===== config.mk =====
export PLATFORM = sky130hd
export DESIGN_NAME = mem_access_unit_flat
export DESIGN_NICKNAME = d
export VERILOG_FILES = /design/src/rtl/mem_access_pkg.sv /design/src/rtl/mem_access_unit_if.sv /design/src/rtl/mem_lane_align.sv /design/src/rtl/mem_access_unit.sv /design/src/flat_wrapper.sv
export SDC_FILE = /design/constraint.sdc
export NUM_CORES = 1
export LEC_CHECK = 0
export CAP_MARGIN = 15
export CORE_MARGIN = 8
export CORE_UTILIZATION = 51
export DETAILED_ROUTE_END_ITERATION = 8
export PLACE_DENSITY = 0.94
export SYNTH_ARGS = -nofsm -noshare
export SYNTH_HDL_FRONTEND = slang
export SYNTH_SLANG_ARGS = --single-unit

===== constraint.sdc =====
create_clock -name clk -period 12.7 [get_ports clk]
set_input_delay 3.175 -clock clk [delete_from_list [all_inputs] [get_ports clk]]
set_output_delay 3.175 -clock clk [all_outputs]
set_load 0.05 [all_outputs]

===== src/rtl/mem_access_pkg.sv =====
// Shared definitions for the memory access unit.
//   SIZE_*      : request size encodings (2'b11 is treated as a word)
//   state_e     : access controller FSM states
//   LANE_OFF*   : big-endian byte-lane offsets (offset 0 = bits [31:24])
package mem_access_pkg;

  localparam logic [1:0] SIZE_BYTE = 2'b00;
  localparam logic [1:0] SIZE_HALF = 2'b01;
  localparam logic [1:0] SIZE_WORD = 2'b10;

  typedef enum logic {
    IDLE   = 1'b0,
    RMW_WR = 1'b1
  } state_e;

  localparam logic [1:0] LANE_OFF0 = 2'd0;
  localparam logic [1:0] LANE_OFF1 = 2'd1;
  localparam logic [1:0] LANE_OFF2 = 2'd2;
  localparam logic [1:0] LANE_OFF3 = 2'd3;

endpackage


===== src/rtl/mem_access_unit_if.sv =====
// Bus bundle between the pipeline / data memory and mem_access_unit.
//   req_*   : load/store request from the EX/MEM register
//   stall   : hold the EX/MEM register
//   resp_*  : one-cycle response with load data and error flags
//   mem_*   : word-wide, big-endian data memory port
// modport slave  : the access unit
// modport master : pipeline + data memory side
interface mem_access_unit_if #(
  parameter int unsigned ADDR_W = 32
);
  logic              req_valid;
  logic              req_write;
  logic [1:0]        req_size;
  logic              req_unsigned;
  logic [ADDR_W-1:0] req_addr;
  logic [31:0]       req_wdata;
  logic              stall;
  logic              resp_valid;
  logic [31:0]       resp_rdata;
  logic              resp_misalign;
  logic              resp_range;
  logic [ADDR_W-1:0] mem_address;
  logic [31:0]       mem_writeData;
  logic              mem_memWrite;
  logic              mem_memRead;
  logic [31:0]       mem_readData;

  modport slave (
    input  req_valid, req_write, req_size, req_unsigned, req_addr, req_wdata,
    input  mem_readData,
    output stall, resp_valid, resp_rdata, resp_misalign, resp_range,
    output mem_address, mem_writeData, mem_memWrite, mem_memRead
  );

  modport master (
    output req_valid, req_write, req_size, req_unsigned, req_addr, req_wdata,
    output mem_readData,
    input  stall, resp_valid, resp_rdata, resp_misalign, resp_range,
    input  mem_address, mem_writeData, mem_memWrite, mem_memRead
  );
endinterface


===== src/rtl/mem_lane_align.sv =====
// Combinational big-endian lane steering.
//   word_i     : memory word
//   data_i     : store data (sub-word data in low bits)
//   offset_i   : byte offset addr[1:0]
//   size_i     : request size
//   unsigned_i : zero-extend loads when 1
//   load_o     : selected lane, sign/zero extended
//   store_o    : word_i with data_i merged into the selected lane
module mem_lane_align
  import mem_access_pkg::*;
(
  input  logic [31:0] word_i,
  input  logic [31:0] data_i,
  input  logic [1:0]  offset_i,
  input  logic [1:0]  size_i,
  input  logic        unsigned_i,
  output logic [31:0] load_o,
  output logic [31:0] store_o
);

  logic [7:0]  byte_sel;
  logic [15:0] half_sel;

  always_comb begin
    byte_sel = word_i[31:24];
    case (offset_i)
      LANE_OFF0: byte_sel = word_i[31:24];
      LANE_OFF1: byte_sel = word_i[23:16];
      LANE_OFF2: byte_sel = word_i[15:8];
      LANE_OFF3: byte_sel = word_i[7:0];
      default:   byte_sel = word_i[31:24];
    endcase
    half_sel = offset_i[1] ? word_i[15:0] : word_i[31:16];

    case (size_i)
      SIZE_BYTE: load_o = {{24{~unsigned_i & byte_sel[7]}}, byte_sel};
      SIZE_HALF: load_o = {{16{~unsigned_i & half_sel[15]}}, half_sel};
      default:   load_o = word_i;
    endcase
  end

  always_comb begin
    store_o = word_i;
    case (size_i)
      SIZE_BYTE: begin
        case (offset_i)
          LANE_OFF0: store_o[31:24] = data_i[7:0];
          LANE_OFF1: store_o[23:16] = data_i[7:0];
          LANE_OFF2: store_o[15:8]  = data_i[7:0];
          LANE_OFF3: store_o[7:0]   = data_i[7:0];
          default:   store_o        = word_i;
        endcase
      end
      SIZE_HALF: begin
        if (offset_i[1]) store_o[15:0]  = data_i[15:0];
        else             store_o[31:16] = data_i[15:0];
      end
      default: store_o = data_i;
    endcase
  end

endmodule


===== src/rtl/mem_access_unit.sv =====
// Memory-stage access controller.
//   clk, rst_n : pipeline clock, async active-low reset
//   bus        : request / response / data-memory bundle (slave side)
// Loads and word stores complete in one cycle. Sub-word stores read the
// word in IDLE (stalling), merge, then write the held word in RMW_WR.
// Misaligned or out-of-range requests make no memory access and return
// an error response the next cycle.
module mem_access_unit
  import mem_access_pkg::*;
#(
  parameter int unsigned MEM_BYTES = 128,
  parameter int unsigned ADDR_W    = 32
) (
  input logic              clk,
  input logic              rst_n,
  mem_access_unit_if.slave bus
);

  localparam logic [ADDR_W:0] MEM_LIMIT = (ADDR_W+1)'(MEM_BYTES);

  state_e state_q, state_d;

  logic              resp_valid_q, resp_valid_d;
  logic [31:0]       resp_rdata_q, resp_rdata_d;
  logic              resp_misalign_q, resp_misalign_d;
  logic              resp_range_q, resp_range_d;
  logic [ADDR_W-3:0] hold_waddr_q, hold_waddr_d;
  logic [31:0]       hold_word_q, hold_word_d;

  logic        is_byte, is_half, is_word;
  logic [2:0]  last_off;
  logic [ADDR_W:0] end_addr;
  logic        misalign, out_of_range, req_err;
  logic        req_ok, do_load, do_word_st, do_sub_st;
  logic [31:0] load_data, merged_word;

  mem_lane_align u_align (
    .word_i     (bus.mem_readData),
    .data_i     (bus.req_wdata),
    .offset_i   (bus.req_addr[1:0]),
    .size_i     (bus.req_size),
    .unsigned_i (bus.req_unsigned),
    .load_o     (load_data),
    .store_o    (merged_word)
  );

  // Request classification; only meaningful in IDLE.
  always_comb begin
    is_byte  = (bus.req_size == SIZE_BYTE);
    is_half  = (bus.req_size == SIZE_HALF);
    is_word  = !is_byte && !is_half;
    last_off = is_byte ? 3'd0 : (is_half ? 3'd1 : 3'd3);
    // One extra bit so addresses near the top of the space cannot wrap.
    end_addr = {1'b0, bus.req_addr} + {{(ADDR_W-2){1'b0}}, last_off};
    misalign     = (is_half && bus.req_addr[0]) ||
                   (is_word && (bus.req_addr[1:0] != 2'b00));
    out_of_range = (end_addr >= MEM_LIMIT);
    req_err      = misalign || out_of_range;
    req_ok       = (state_q == IDLE) && bus.req_valid && !req_err;
    do_load      = req_ok && !bus.req_write;
    do_word_st   = req_ok && bus.req_write && is_word;
    do_sub_st    = req_ok && bus.req_write && !is_word;
  end

  // State register
  always_ff @(posedge clk or negedge rst_n) begin
    if (!rst_n) state_q <= IDLE;
    else        state_q <= state_d;
  end

  // Next state
  always_comb begin
    state_d = state_q;
    case (state_q)
      IDLE:    if (do_sub_st) state_d = RMW_WR;
      RMW_WR:  state_d = IDLE;
      default: state_d = IDLE;
    endcase
  end

  // Memory port and stall, combinational from state and request
  always_comb begin
    bus.stall         = 1'b0;
    bus.mem_memRead   = 1'b0;
    bus.mem_memWrite  = 1'b0;
    bus.mem_address   = '0;
    bus.mem_writeData = '0;
    case (state_q)
      IDLE: begin
        if (do_load || do_sub_st) begin
          bus.mem_memRead = 1'b1;
          bus.mem_address = {bus.req_addr[ADDR_W-1:2], 2'b00};
          bus.stall       = do_sub_st;
        end else if (do_word_st) begin
          bus.mem_memWrite  = 1'b1;
          bus.mem_address   = {bus.req_addr[ADDR_W-1:2], 2'b00};
          bus.mem_writeData = bus.req_wdata;
        end
      end
      RMW_WR: begin
        bus.mem_memWrite  = 1'b1;
        bus.mem_address   = {hold_waddr_q, 2'b00};
        bus.mem_writeData = hold_word_q;
      end
      default: ;
    endcase
  end

  // Response and held-request next values
  always_comb begin
    resp_valid_d    = 1'b0;
    resp_rdata_d    = resp_rdata_q;
    resp_misalign_d = 1'b0;
    resp_range_d    = 1'b0;
    hold_waddr_d    = hold_waddr_q;
    hold_word_d     = hold_word_q;
    case (state_q)
      IDLE: begin
        if (bus.req_valid) begin
          if (req_err) begin
            resp_valid_d    = 1'b1;
            resp_rdata_d    = '0;
            resp_misalign_d = misalign;
            resp_range_d    = out_of_range;
          end else if (!bus.req_write) begin
            resp_valid_d = 1'b1;
            resp_rdata_d = load_data;
          end else if (is_word) begin
            resp_valid_d = 1'b1;
            resp_rdata_d = '0;
          end else begin
            hold_waddr_d = bus.req_addr[ADDR_W-1:2];
            hold_word_d  = merged_word;
          end
        end
      end
      RMW_WR: begin
        resp_valid_d = 1'b1;
        resp_rdata_d = '0;
      end
      default: ;
    endcase
  end

  always_ff @(posedge clk or negedge rst_n) begin
    if (!rst_n) begin
      resp_valid_q    <= 1'b0;
      resp_rdata_q    <= '0;
      resp_misalign_q <= 1'b0;
      resp_range_q    <= 1'b0;
      hold_waddr_q    <= '0;
      hold_word_q     <= '0;
    end else begin
      resp_valid_q    <= resp_valid_d;
      resp_rdata_q    <= resp_rdata_d;
      resp_misalign_q <= resp_misalign_d;
      resp_range_q    <= resp_range_d;
      hold_waddr_q    <= hold_waddr_d;
      hold_word_q     <= hold_word_d;
    end
  end

  assign bus.resp_valid    = resp_valid_q;
  assign bus.resp_rdata    = resp_rdata_q;
  assign bus.resp_misalign = resp_misalign_q;
  assign bus.resp_range    = resp_range_q;

endmodule

===== src/flat_wrapper.sv =====
// flat-port wrapper written by rule: the top's interface ports become plain ports
module mem_access_unit_flat import mem_access_pkg::*;
#(
  parameter int unsigned MEM_BYTES = 128,
  parameter int unsigned ADDR_W    = 32
)
  (clk, rst_n, bus_req_valid, bus_req_write, bus_req_size, bus_req_unsigned, bus_req_addr, bus_req_wdata, bus_mem_readData, bus_stall, bus_resp_valid, bus_resp_rdata, bus_resp_misalign, bus_resp_range, bus_mem_address, bus_mem_writeData, bus_mem_memWrite, bus_mem_memRead);
  mem_access_unit_if #(.ADDR_W(ADDR_W)) bus_i ();
  input logic clk;
  input logic rst_n;
  input wire logic [$bits(bus_i.req_valid)-1:0] bus_req_valid;
  input wire logic [$bits(bus_i.req_write)-1:0] bus_req_write;
  input wire logic [$bits(bus_i.req_size)-1:0] bus_req_size;
  input wire logic [$bits(bus_i.req_unsigned)-1:0] bus_req_unsigned;
  input wire logic [$bits(bus_i.req_addr)-1:0] bus_req_addr;
  input wire logic [$bits(bus_i.req_wdata)-1:0] bus_req_wdata;
  input wire logic [$bits(bus_i.mem_readData)-1:0] bus_mem_readData;
  output wire logic [$bits(bus_i.stall)-1:0] bus_stall;
  output wire logic [$bits(bus_i.resp_valid)-1:0] bus_resp_valid;
  output wire logic [$bits(bus_i.resp_rdata)-1:0] bus_resp_rdata;
  output wire logic [$bits(bus_i.resp_misalign)-1:0] bus_resp_misalign;
  output wire logic [$bits(bus_i.resp_range)-1:0] bus_resp_range;
  output wire logic [$bits(bus_i.mem_address)-1:0] bus_mem_address;
  output wire logic [$bits(bus_i.mem_writeData)-1:0] bus_mem_writeData;
  output wire logic [$bits(bus_i.mem_memWrite)-1:0] bus_mem_memWrite;
  output wire logic [$bits(bus_i.mem_memRead)-1:0] bus_mem_memRead;
  assign bus_i.req_valid = bus_req_valid;
  assign bus_i.req_write = bus_req_write;
  assign bus_i.req_size = bus_req_size;
  assign bus_i.req_unsigned = bus_req_unsigned;
  assign bus_i.req_addr = bus_req_addr;
  assign bus_i.req_wdata = bus_req_wdata;
  assign bus_i.mem_readData = bus_mem_readData;
  assign bus_stall = bus_i.stall;
  assign bus_resp_valid = bus_i.resp_valid;
  assign bus_resp_rdata = bus_i.resp_rdata;
  assign bus_resp_misalign = bus_i.resp_misalign;
  assign bus_resp_range = bus_i.resp_range;
  assign bus_mem_address = bus_i.mem_address;
  assign bus_mem_writeData = bus_i.mem_writeData;
  assign bus_mem_memWrite = bus_i.mem_memWrite;
  assign bus_mem_memRead = bus_i.mem_memRead;
  mem_access_unit #(.MEM_BYTES(MEM_BYTES), .ADDR_W(ADDR_W)) u_core (.clk(clk), .rst_n(rst_n), .bus(bus_i));
endmodule

======== After elaboration in Yosys (flattened, before gate mapping) ========
Index checks and enable logic that the tools add are counted.
storage, ports and cells
  register bits after elaboration ......... 98
  output and inout bits ................... 102
  word-level logic and storage cells ...... 86
cells by class
  add/subtract/negate cells ............... 1
  $lt $le $gt $ge ......................... 1
  equality and inequality tests ........... 6
  multiplexer cells ....................... 43
  bitwise logic cells ..................... 6
  reduce and logical (&&, ||, !) cells .... 22
operators with widths
  operator             count
  $pmux 32 s2          5
  $mux 32              8
  $mux 16              3
  $add 32x3->33        1
  $ge 33x8->1 const B  1
  $mux 8               4
  $pmux 8 s4           1
  $mux 1               17
  $logic_and 1x1->1    9
  $pmux 1 s2           3
  $logic_not 1->1      5
  $reduce_and 5->1     1
  $eq 2x1->1 const B   2
  $eq 2x2->1 const B   2
  $logic_not 2->1      2
  $ne 4x2->1 const B   1
  $not 1->1            4
  $logic_or 1x1->1     3
  $mux 3               1
  $and 1x1->1          2
  $mux 2               1
  $ne 2x2->1 const B   1
  $reduce_and 2->1     1
  $reduce_bool 2->1    1

======== Depth between registers and ports, before layout ========
  word-level depth ........................ 13
  mapped depth ............................ 16
  mapped depth without buffers ............ 13

======== By module ========
From an unflattened synthesis, not the netlist that was laid out.
unflattened totals
  cells, all modules ...................... 697
  area total of the unflattened synthesis .. 6879.1 um2
modules (own cells, without submodules)
  module           instances  cells each  area each (um2)  seq. area each (um2)
  mem_access_unit  1          459         5116.2           2452.4
  mem_lane_align   1          238         1762.9           0.0

======== Least setup slack after synthesis ========
OpenSTA, ideal clock, no wires.
  path kind ............................... input to output
  start point ............................. input port bus_req_size[0]
  end point ............................... output port bus_mem_address[4]
  arrival ................................. 7.589 ns
  required time ........................... 9.525 ns
  path slack .............................. 1.936 ns
  stages .................................. 14
  cells stage by stage .................... clkbuf_1 > inv_1 > nand2_1 > ha_1 > inv_1 > fa_1 > nand3b_1 > nor4_1 > nand4_1 > xnor2_1 > or4_4 > nor3_4 > nand3_1 > o31ai_1
between the ends
  longest elaborated chain between the ends .. 13
RTL lines
  element                                                    line                                          source
  from (decl)                                                flat_wrapper.sv:13                            input wire logic [$bits(bus_i.req_size)-1:0] bus_req_size;
  $eq 2x1->1 / $logic_not 2->1 (equally long branches)       mem_access_unit.sv:50, mem_access_unit.sv:49
  $mux 2 / $logic_not 1->1 (equally long branches)           mem_access_unit.sv:52, mem_access_unit.sv:51
  $mux 3 / $logic_and 1x1->1 (equally long branches)         mem_access_unit.sv:52, mem_access_unit.sv:51
  $add 32x3->33 / $logic_and 1x1->1 (equally long branches)  mem_access_unit.sv:54, mem_access_unit.sv:56
  $ge 33x8->1 / $logic_or 1x1->1 (equally long branches)     mem_access_unit.sv:57, mem_access_unit.sv:55
  $logic_or 1x1->1                                           mem_access_unit.sv:58                         req_err = misalign || out_of_range;
  $logic_not 1->1                                            mem_access_unit.sv:59                         req_ok = (state_q == IDLE) && bus.req_valid && !req_err;
  $logic_and 1x1->1                                          mem_access_unit.sv:59
  $logic_and 1x1->1                                          mem_access_unit.sv:61, mem_access_unit.sv:62
  $logic_and 1x1->1, on equally long branches                mem_access_unit.sv:61, mem_access_unit.sv:62
  $mux 32 / $logic_or 1x1->1 (equally long branches)         mem_access_unit.sv:94, mem_access_unit.sv:90
  $mux 32 *                                                  mem_access_unit.sv:90                         if (do_load || do_sub_st) begin
  $pmux 32 s2 *                                              mem_access_unit.sv:88                         case (state_q)
  to (decl)                                                  flat_wrapper.sv:23                            output wire logic [$bits(bus_i.mem_address)-1:0] bus_mem_address;
Every way passes the cells marked *; elsewhere a longest branch is shown, timed or not.

======== Worst setup path after layout ========
  start point ............................. input port bus_req_size[0]
  end point ............................... output port bus_mem_writeData[2]
between the ends
  longest elaborated chain between the ends .. 13
RTL lines
  element                                                    line                                          source
  $eq 2x1->1 / $logic_not 2->1 (equally long branches)       mem_access_unit.sv:50, mem_access_unit.sv:49
  $mux 2 / $logic_not 1->1 (equally long branches)           mem_access_unit.sv:52, mem_access_unit.sv:51
  $mux 3 / $logic_and 1x1->1 (equally long branches)         mem_access_unit.sv:52, mem_access_unit.sv:51
  $add 32x3->33 / $logic_and 1x1->1 (equally long branches)  mem_access_unit.sv:54, mem_access_unit.sv:56
  $ge 33x8->1 / $logic_or 1x1->1 (equally long branches)     mem_access_unit.sv:57, mem_access_unit.sv:55
  $logic_or 1x1->1                                           mem_access_unit.sv:58
  $logic_not 1->1                                            mem_access_unit.sv:59
  $logic_and 1x1->1                                          mem_access_unit.sv:59
  $logic_and 1x1->1                                          mem_access_unit.sv:61, mem_access_unit.sv:62
  $logic_and 1x1->1, on equally long branches                mem_access_unit.sv:61, mem_access_unit.sv:62
  $mux 32 / $logic_or 1x1->1 (equally long branches)         mem_access_unit.sv:94, mem_access_unit.sv:90
  $mux 32 *                                                  mem_access_unit.sv:90
  $pmux 32 s2 *                                              mem_access_unit.sv:88
  to (decl)                                                  flat_wrapper.sv:24                            output wire logic [$bits(bus_i.mem_writeData)-1:0] bus_mem_writeData;
Marked as above.

==> report_table.html <==
<table>
<tr><th>Metric</th><th>Value</th></tr>
<tr><th colspan="2">CTS</th></tr>
<tr><td>Clock buffer count from CTS</td><td>9</td></tr>
<tr><td>Number of buffers added to fix hold violations after cts</td><td>0</td></tr>
<tr><td>Clk slew on worst S/H paths</td><td>70 ps</td></tr>
<tr><td>Clk root buf</td><td>clkbuf_16</td></tr>
<tr><td>CTS Buffer Depth</td><td>2</td></tr>
<tr><td>Number of gates resized after CTS</td><td>0</td></tr>
<tr><td>Number of clock sinks</td><td>98</td></tr>
<tr><td>Clock Latency Late Sink</td><td>350 ps</td></tr>
<tr><td>Setup repair bufs after CTS</td><td>0</td></tr>
<tr><td>Clock tree from TritonCTS</td><td>done</td></tr>
<tr><td>H-Tree Level Count</td><td>3</td></tr>
<tr><th colspan="2">Final layout</th></tr>
<tr><td>Area delta synth-&gt;final</td><td>43.6%</td></tr>
<tr><td>Commonest non-fill, non-tap cells in the layout</td><td>160 x clkdlybuf4s50_1, 97 x dfrtp_1, 58 x o22ai_1</td></tr>
<tr><td>Most common cell after layout, fill and taps aside</td><td>clkdlybuf4s50_1</td></tr>
<tr><td>N_diodes</td><td>0</td></tr>
<tr><td>Final design utilization</td><td>73.7%</td></tr>
<tr><td>Post-route design area</td><td>9150 sq um</td></tr>
<tr><td>Layout Nets</td><td>968</td></tr>
<tr><td>Layout cells sized above 1</td><td>11.4%</td></tr>
<tr><td>Non-filler cells in the finished layout</td><td>1039</td></tr>
<tr><th colspan="2">Die</th></tr>
<tr><td>Number of placement rows</td><td>41</td></tr>
<tr><td>Floorplan die height</td><td>128 um</td></tr>
<tr><td>DIE WIDTH</td><td>128 um</td></tr>
<tr><td>Initial core utilization</td><td>51.4%</td></tr>
<tr><td>Top-level port count</td><td>205</td></tr>
<tr><td>Die area</td><td>16300 sq um</td></tr>
<tr><td>Core region area</td><td>12400 sq um</td></tr>
<tr><th colspan="2">STA</th></tr>
<tr><td>Worst rel slew slack</td><td>32.1%</td></tr>
<tr><td>Fmax</td><td>85.3 MHz</td></tr>
<tr><td>Setup_tns</td><td>0 ps</td></tr>
<tr><td>RSZ-0062 raised after global routing</td><td>false</td></tr>
<tr><td>Setup WS post-layout</td><td>980 ps</td></tr>
<tr><td>Fin. Hold Viols</td><td>0</td></tr>
<tr><td>Least-Margin Pin Slew</td><td>1020 ps</td></tr>
<tr><td>Time the worst path needs with I/O delays and setup</td><td>11720 ps</td></tr>
<tr><td>Hold Worst Slack</td><td>482 ps</td></tr>
<tr><td>Post-Route Skew</td><td>7.37 ps</td></tr>
<tr><td>Number of max-slew violations in the final report</td><td>0</td></tr>
<tr><td>Period utilization</td><td>92.3%</td></tr>
<tr><td>Final setup violation count</td><td>0</td></tr>
<tr><th colspan="2">Setup path</th></tr>
<tr><td>Maximum net fanout on the critical path</td><td>32</td></tr>
<tr><td>Endpoint of the worst-slack reg-to-reg timing path</td><td>u_core.hold_word_q[15]</td></tr>
<tr><td>Data required time of the worst path</td><td>9520 ps</td></tr>
<tr><td>Critical Path Source Type</td><td>input port</td></tr>
<tr><td>Setup Crit Path Kind</td><td>input port to output pin</td></tr>
<tr><td>Worst EP arrival</td><td>8550 ps</td></tr>
<tr><td>Kind of end point of the critical path</td><td>output pin</td></tr>
<tr><td>Reg-to-Reg Start</td><td>u_core.state_q</td></tr>
<tr><td>Cell count of the worst reg-to-reg path</td><td>4</td></tr>
<tr><td>Worst setup slack for register-to-register paths</td><td>9640 ps</td></tr>
<tr><td>Critical path origin</td><td>bus_req_size[0]</td></tr>
<tr><th colspan="2">Power and ir drop</th></tr>
<tr><td>Internal power</td><td>528 uW</td></tr>
<tr><td>Leakage</td><td>3.86 nW</td></tr>
<tr><td>Fraction of power consumed by combinational cells</td><td>17.4%</td></tr>
<tr><td>Switching pwr</td><td>192 uW</td></tr>
<tr><td>Sum of internal, switching and leakage power</td><td>720 uW</td></tr>
<tr><td>PD cells</td><td>78.6 nW/um^2</td></tr>
<tr><td>Clock share of power</td><td>39.1%</td></tr>
<tr><td>Switching power share of the total</td><td>26.6%</td></tr>
<tr><td>Worst vdd rail ir drop</td><td>0.0590 mV</td></tr>
<tr><td>Sequential cell fraction of total power</td><td>43.4%</td></tr>
<tr><th colspan="2">Hold path</th></tr>
<tr><td>Hold/Removal Path Class</td><td>register to register</td></tr>
<tr><td>Endpoint, Worst Hold</td><td>u_core.hold_waddr_q[11]</td></tr>
<tr><td>Worst hold stages</td><td>1</td></tr>
<tr><td>Launch point of the worst hold path</td><td>u_core.hold_waddr_q[11]</td></tr>
<tr><th colspan="2">Synth</th></tr>
<tr><td>Post-synthesis area per instance</td><td>9.17 sq um</td></tr>
<tr><td>Number of synthesized flops with an enable pin</td><td>0</td></tr>
<tr><td>Warning count from the yosys run</td><td>0</td></tr>
<tr><td>Sequential-to-total area share from yosys stat</td><td>38.5%</td></tr>
<tr><td>Number of synthesized register bits</td><td>98</td></tr>
<tr><td>Post-synthesis cell type count</td><td>60</td></tr>
<tr><td>Main synth FF type</td><td>dfrtp_1</td></tr>
<tr><td>Post-synth design cell area</td><td>6380 sq um</td></tr>
<tr><td>Fraction of synthesized cell area taken by the top area cell type</td><td>38.5%</td></tr>
<tr><td>Synthesized instance count</td><td>695</td></tr>
<tr><td>Top cell type by total area after synthesis</td><td>dfrtp_1</td></tr>
<tr><td>Dominant cells by area after synthesis</td><td>dfrtp_1 38%, o22ai_1 5.7%, mux2_1 5.3%</td></tr>
<tr><td>Fraction of registers with async set or reset after synthesis</td><td>100%</td></tr>
<tr><th colspan="2">Route</th></tr>
<tr><td>Post-route antenna net violation count</td><td>0</td></tr>
<tr><td>Drt via density</td><td>6.09</td></tr>
<tr><td>Routed wire length per instance</td><td>20.8 um</td></tr>
<tr><td>First drt pass iteration count</td><td>5</td></tr>
<tr><td>Final routed wirelength across all metal layers</td><td>21600 um</td></tr>
<tr><td>Via total after detailed routing</td><td>6323</td></tr>
<tr><td>Number of violations reported at the end of detailed-routing iteration 0</td><td>602</td></tr>
<tr><td>DR DRC count</td><td>0</td></tr>
<tr><th colspan="2">Placed design</th></tr>
<tr><td>Placed cell areas</td><td>8830 sq um</td></tr>
<tr><td>Total placed cells including tap cells</td><td>1021</td></tr>
<tr><td>Final weighted congestion of routability-driven global placement</td><td>0.947</td></tr>
<tr><td>Worst slack at placement</td><td>1130 ps</td></tr>
<tr><td>Total half-perimeter wirelength after legalization and detailed placement</td><td>16100 um</td></tr>
<tr><td>Quantity of I/O buffers inserted on ports</td><td>202</td></tr>
<tr><th colspan="2">Global routing</th></tr>
<tr><td>Antenna violations before repair</td><td>0</td></tr>
<tr><td>First-pass GRT wire length</td><td>33500 um</td></tr>
<tr><td>Maximum number of pins on one net before global-route repair</td><td>66</td></tr>
<tr><td>GRT Total Usage</td><td>26.0%</td></tr>
<tr><td>Overall overflow remaining after global route</td><td>0</td></tr>
<tr><td>Number of global-route vias before repair</td><td>6206</td></tr>
<tr><th colspan="2">Flow run</th></tr>
<tr><td>Number of max-cap violations</td><td>0</td></tr>
<tr><th colspan="2">Outcome</th></tr>
<tr><td>Outcome</td><td>finished clean</td></tr>
</table>
metal layers:
metal	GRT usage (%)	part of all wire, %	up-vias
li1	-	-	2886
met1	32.1	40	3043
met2	42.2	48	346
met3	6.74	9.1	48
met4	10.9	3.1	0
met5	0	0	-
synthesized netlist by cell type, types with 3 or more instances:
cell / number
mux2i_1: 20
o31a_1: 3
nand3_1: 17
buf_1: 3
o22ai_1: 58
xnor2_1: 3
or3_1: 4
o31ai_1: 5
nand2b_1: 37
o21ai_0: 25
mux2_1: 30
nor4_1: 5
and3_1: 8
and2_1: 52
mux2_4: 6
nand4_1: 13
nand2_1: 53
buf_4: 3
clkbuf_1: 35
and4_1: 6
buf_6: 3
a21oi_1: 49
dfrtp_1: 98
or2_2: 3
inv_1: 7
or4_1: 4
a22o_1: 32
mux4_2: 7
nor2_1: 44
buf_2: 11
nor3_1: 7
mux2_2: 10
state kept, by name, summed over array words and instances (netlist names):
signal,flops
u_core.bus.resp_rdata,32
u_core.hold_word_q,32
u_core.state_q,1
u_core.hold_waddr_q,30
u_core.bus.resp_valid,1
u_core.bus.resp_misalign,1
u_core.bus.resp_range,1
critical path, stage by stage:
cell and delay (ps):
clkdlybuf4s50_1 920, inv_1 240, nand2_1 340, ha_1 260, inv_1 70, fa_1 430
nand3b_1 260, nor4_1 480, nand4_1 170, xnor2_1 170, or4_4 550, nor3_4 420
and4_1 260, buf_4 340, a22o_1 260, buf_12 150
power groups by stage:
stage               combinational (mW)  clock (mW)  sequential [mW]
finish                           0.125       0.282            0.313
global route                     0.134       0.295            0.312
CTS                              0.123       0.286            0.313
detailed placement               0.122           0            0.319
global placement                 0.120           0            0.319
floorplan                       0.0565           0            0.321
worst max path at each step:
stage / cells past startpoint / end
finish: 16 / bus_mem_writeData[2]
floorplan: 14 / bus_mem_address[4]
CTS: 16 / bus_mem_writeData[2]
global placement: 16 / bus_mem_writeData[9]
global route: 15 / bus_mem_address[4]
detailed placement: 16 / bus_mem_writeData[28]
area by class of cell:
| type | instances | area (sq um) |
|---|---|---|
| well taps | 172 | 215 |
| multi-input cells | 533 | 3640 |
| fillers | 872 | 3260 |
| inverters | 9 | 33.8 |
| flip-flops and latches | 98 | 2450 |
| clock inverters | 5 | 61.3 |
| repair buffers | 211 | 2500 |
| clock buffers | 11 | 243 |
cells by family after synthesis:
logic type	after synthesis	synth area share, %
multiplexers	73	14.1
AND/OR/NAND/NOR	265	22.8
adder cells (fa/ha/maj)	3	0.706
other	1	0.0588
XOR/XNOR	4	0.550
AO/OA/AOI/OAI	186	18.7
buffers and inverters	65	4.59
flip-flops	98	38.5
No activity file was read; power rests on OpenSTA's default activity.
